[config.mk]
export PLATFORM = sky130hd
export DESIGN_NAME = pipe_skid_reg
export DESIGN_NICKNAME = d
export VERILOG_FILES = /design/src/rtl/ca_pipe_pkg.sv /design/src/rtl/pipe_skid_reg.sv
export SDC_FILE = /design/constraint.sdc
export NUM_CORES = 1
export LEC_CHECK = 0
export BUFFER_PORTS_ARGS = -buffer_cell sky130_fd_sc_hd__buf_4
export CAP_MARGIN = 30
export CELL_PAD_IN_SITES_DETAIL_PLACEMENT = 1
export CELL_PAD_IN_SITES_GLOBAL_PLACEMENT = 2
export CORE_UTILIZATION = 29
export CTS_BUF_LIST = sky130_fd_sc_hd__clkbuf_8
export DETAILED_ROUTE_END_ITERATION = 8
export PLACE_DENSITY = 0.79
export SETUP_SLACK_MARGIN = 0.2
export SYNTH_ARGS = -nofsm -noshare
export SYNTH_HDL_FRONTEND = slang
export SYNTH_SLANG_ARGS = --single-unit
[constraint.sdc]
create_clock -name clk -period 3.87 [get_ports clk]
set_input_delay 0.5805 -clock clk [delete_from_list [all_inputs] [get_ports clk]]
set_output_delay 0.5805 -clock clk [all_outputs]
set_load 0.005 [all_outputs]
[src/rtl/ca_pipe_pkg.sv]
`default_nettype none
// ============================================================================
// Module      : ca_pipe_pkg
// Description : Shared types and constants for CA-LAB pipeline stage registers.
// Revision    : 1.0 - initial release
// ============================================================================
package ca_pipe_pkg;

    localparam int unsigned DEF_WIDTH = 32;
    localparam int unsigned DEF_LANES = 2;
    localparam int unsigned OCC_W     = 2;

    typedef enum logic [1:0] {
        ST_EMPTY = 2'b00,
        ST_ONE   = 2'b01,
        ST_TWO   = 2'b10
    } skid_state_t;

    function automatic logic [OCC_W-1:0] occ_of(input skid_state_t st);
        case (st)
            ST_ONE:  occ_of = OCC_W'(1);
            ST_TWO:  occ_of = OCC_W'(2);
            default: occ_of = OCC_W'(0);
        endcase
    endfunction

endpackage
`default_nettype wire

[src/rtl/pipe_skid_reg.sv]
`default_nettype none
// ============================================================================
// Module      : pipe_skid_reg
// Description : Multi-lane pipeline register with valid/ready, 2-entry skid
//               buffer, flush and occupancy reporting.
// Revision    : 1.0 - initial release
// ============================================================================
module pipe_skid_reg
    import ca_pipe_pkg::*;
#(
    parameter int unsigned       WIDTH   = DEF_WIDTH,
    parameter int unsigned       LANES   = DEF_LANES,
    parameter logic [WIDTH-1:0]  CLR_VAL = '0
) (
    input  logic                   clk,
    input  logic                   rst,
    input  logic                   flush,
    input  logic                   in_valid,
    output logic                   in_ready,
    input  logic [LANES*WIDTH-1:0] in_data,
    output logic                   out_valid,
    input  logic                   out_ready,
    output logic [LANES*WIDTH-1:0] out_data,
    output logic [OCC_W-1:0]       occupancy
);

    localparam int unsigned DW = LANES * WIDTH;

    skid_state_t   state_q;
    logic [DW-1:0] main_q;
    logic [DW-1:0] skid_q;
    logic [DW-1:0] clr_word;
    logic          acc;
    logic          take;

    generate
        for (genvar k = 0; k < LANES; k++) begin : g_lane
            assign clr_word[k*WIDTH +: WIDTH] = CLR_VAL;
        end
    endgenerate

    // Handshake flags decode from the state flops only, so in_ready never
    // depends combinationally on out_ready.
    assign out_valid = (state_q != ST_EMPTY);
    assign in_ready  = (state_q != ST_TWO);
    assign occupancy = occ_of(state_q);
    assign out_data  = main_q;

    assign acc  = in_valid & in_ready;
    assign take = out_valid & out_ready;

    always_ff @(posedge clk) begin
        if (rst || flush) begin
            state_q <= ST_EMPTY;
            main_q  <= clr_word;
            skid_q  <= clr_word;
        end else begin
            case (state_q)
                ST_EMPTY: begin
                    if (acc) begin
                        state_q <= ST_ONE;
                        main_q  <= in_data;
                    end
                end
                ST_ONE: begin
                    if (acc && take) begin
                        main_q <= in_data;
                    end else if (acc) begin
                        state_q <= ST_TWO;
                        skid_q  <= in_data;
                    end else if (take) begin
                        state_q <= ST_EMPTY;
                        main_q  <= clr_word;
                    end
                end
                ST_TWO: begin
                    // Skid always holds the younger word; promote it on drain.
                    if (take) begin
                        state_q <= ST_ONE;
                        main_q  <= skid_q;
                        skid_q  <= clr_word;
                    end
                end
                default: begin
                    state_q <= ST_EMPTY;
                    main_q  <= clr_word;
                    skid_q  <= clr_word;
                end
            endcase
        end
    end

endmodule
`default_nettype wire

==> qor.yml <==
multiInputGateArea_sq_um: 2736
h-tree-depth: 4
grt_max_degree: 73
r2r-end: "out_data[15]"
power_frac_clock: 0.418
cts_setup_buffers: 0
routed_via_density: 5.362
clockBufferDepth: 2
rr_worst_depth: 4
start_kind: "flop"
route.detailed.drc: 0
fin_crit_ns: 2.721
syn_to_final_growth_pct: 27.68
p_leak_nw: 2.438
synthMuxAreaShare: 0.003782
dr.pass1.iters: 4
n_antenna_cell: 0
ant_nets: 0
grt_pass1_wl_um: 30150
min_to: "out_data[24]"
p_switching_w: 0.0007174
yosysUniqueCellTypes: 23
synth-compound-area-share: 0.1920
ios: 137
wl_per_cell_um: 18.09
hold_depth: 2
die_w_um: 141.3
num-fill-cells: 2209
design.core.area_sq_um: 18830
crit_path_end_kind: "output pin"
slowest_delay_ns: 0.62
grt_pass1_vias: 5875
layout-drive-gt1-share: 0.2416
power_frac_comb: 0.093
rows: 50
gp_congestion: 0.7391
status: "completed"
grtUsageTotal: 0.1924
clk_pin_slew_ns: 0.08
cts_tree: "done"
die_h_um: 141.3
yosys.area_share.simple: 0.2850
syn_inst: 669
min_from: "in_data[24]"
r2r_setup_slack_ns: 1.34
path_class: "reg -> out"
final_cells: 1038
ys_ff_latch: 130
cts.sinks: 130
power_density_nw_per_um2: 395.3
drt_wl_total_um: 18770
final_common_cell: "nand2_1"
insertion_delay_ns: 0.45
synthAdderAreaFrac: 0
dieArea_sq_um: 19950
ys_seq_area_frac: 0.4627
place.detailed.instances: 1007
maxSlewViolCount: 0
cp_slowest_cell: "buf_4"
fin_nets: 835
portBuffers: 136
ctsHoldBuffers: 0
antenna_found_initial: 0
most-common-layout-cells: "nand2_1 (192), buf_4 (149), dfxtp_1 (129)"
worstHoldPathType: "in -> reg"
maxCapViolCount: 0
setup_viol_count_final: 0
path_buf_inv: 3
worst_slew_pin_slew_ns: 0.9502
cts_resized: 0
timing.hold.ws_ns: 0.3560
hold_viol_final: 0
timing.fmax_mhz: 367.5
crit_chain: "nor2b_1, inv_2, buf_4, buf_4"
numCtsBuffers: 17
path_max_fanout: 65
relSlewSlack: 0.3665
r2r_start: "state_q[0]"
final-seq-area_sq_um: 2604
routed-via-count: 5566
crit_path_frequent_cell: "buf_4"
rsz0062_at_grt: "no"
setup-tns-final_ns: 0
critPathRequiredTime_ns: 3.29
fin_crit_sh: 0.7032
finClkSkew_ns: 0.009574
post-dp-hpwl_um: 12020
critPathArrivalTime_ns: 2.14
start_util: 0.2987
yosysWarnings: 0
power.internal_w: 0.002121
p_seq_frac: 0.489
synth_top_family_by_area: "simple AND/OR/NAND/NOR gates"
power_switching_share: 0.2527
synth_nets: 738
cpLargestDelayFamily: "buffers and inverters"
synth_xor_area_frac: 0
grt-ovfl-total: 0
synth_area_sq_um: 5624
syn_area_per_cell_sq_um: 8.407
ir_drop_uv: 221.3
drt_iter0_markers: 359
ctsRootBufferMaster: "clkbuf_8"
==> logic make-up (layout without fill, tap and decap cells) <==
kind of cell,Yosys count,in the layout
buffers and inverters,72,181
multiplexers,2,2
AO/OA/AOI/OAI,132,132
flip-flops,130,130
AND/OR/NAND/NOR,333,333
==> cells in the mapped netlist, drive strengths merged <==
library cell  count  area [sq um]
inv               1         3.750
nor3             64         320.3
a31oi            64         400.4
dfxtp           130          2603
nand2b            1         6.260
mux2i             1         10.01
o32ai             1         8.760
o22ai             1         20.02
clkbuf           33         123.9
mux2              1         11.26
nor3b             1         7.510
a221o            64         640.6
a21oi             2         10.01
nor4bb            1         10.01
or3               2         12.51
or2               2         12.51
nor2              2         7.510
buf              38         190.2
nand2           192         720.7
nor2b             4         25.02
nand3b           64         480.5
==> stage by stage <==
step                setup WS [ns]  total power [W]  utilization  area [sq um]
floorplan                   2.109         0.001536            -          5624
global placement           0.9201         0.001675       0.3605          6788
detailed placement         0.8131         0.001684       0.3605          6788
CTS                         1.112         0.002869       0.3813          7181
global route               0.9989         0.002950       0.3813          7181
finish                      1.149         0.002839       0.3813          7181
==> worst reg2reg max path: cells and delay by family (launching register included) <==
| kind | cells | cell delay, ns |
|---|---|---|
| muxes | 1 | 0.41 |
| AOI/OAI and AO/OA | 2 | 0.97 |
| buffers and inverters | 1 | 0.52 |
| DFF | 1 | 0.56 |
==> how the worst max path moves through the flow <==
| stage | from | end | slack [ns] | cells after the start |
|---|---|---|---|---|
| 2_1_floorplan | out_ready | out_data[0] | 2.11 | 5 |
| 3_3_place_gp | out_ready | out_data[49] | 0.92 | 5 |
| 3_5_place_dp | out_ready | out_data[15] | 0.81 | 5 |
| 4_1_cts | state_q[0] | in_ready | 1.11 | 4 |
| 5_1_grt | state_q[0] | in_ready | 1.0 | 4 |
| 6_report | state_q[0] | in_ready | 1.15 | 4 |
==> area by class of cell <==
cell class | instances | share of cell area
clock inverters | 13 | 0.02021
repair buffers | 149 | 0.1558
well taps | 260 | 0.04530
inverters | 1 | 0.0005227
flip-flops and latches | 130 | 0.3626
clock buffers | 18 | 0.03450
multi-input cells | 467 | 0.3811
==> state kept, by name, summed over array words and instances (netlist names) <==
register  flops
out_data     64
state_q       2
skid_q       64
==> routing by layer <==
layer	share of wire	vias up	GRT usage
met5	0	-	0
met4	0.014	0	0.06693
met3	0.055	24	0.04657
met2	0.49	162	0.3322
met1	0.45	2769	0.2326
li1	-	2611	-
==> power by group through the flow <==
stage	clock network, W	registers (W)	logic (W)
finish	0.00119	0.00139	0.000264
floorplan	0	0.00141	0.000123
global route	0.00127	0.00139	0.000285
detailed placement	0	0.00142	0.000266
CTS	0.00122	0.00139	0.000266
global placement	0	0.00142	0.000258
No activity file was read; power rests on OpenSTA's default activity.
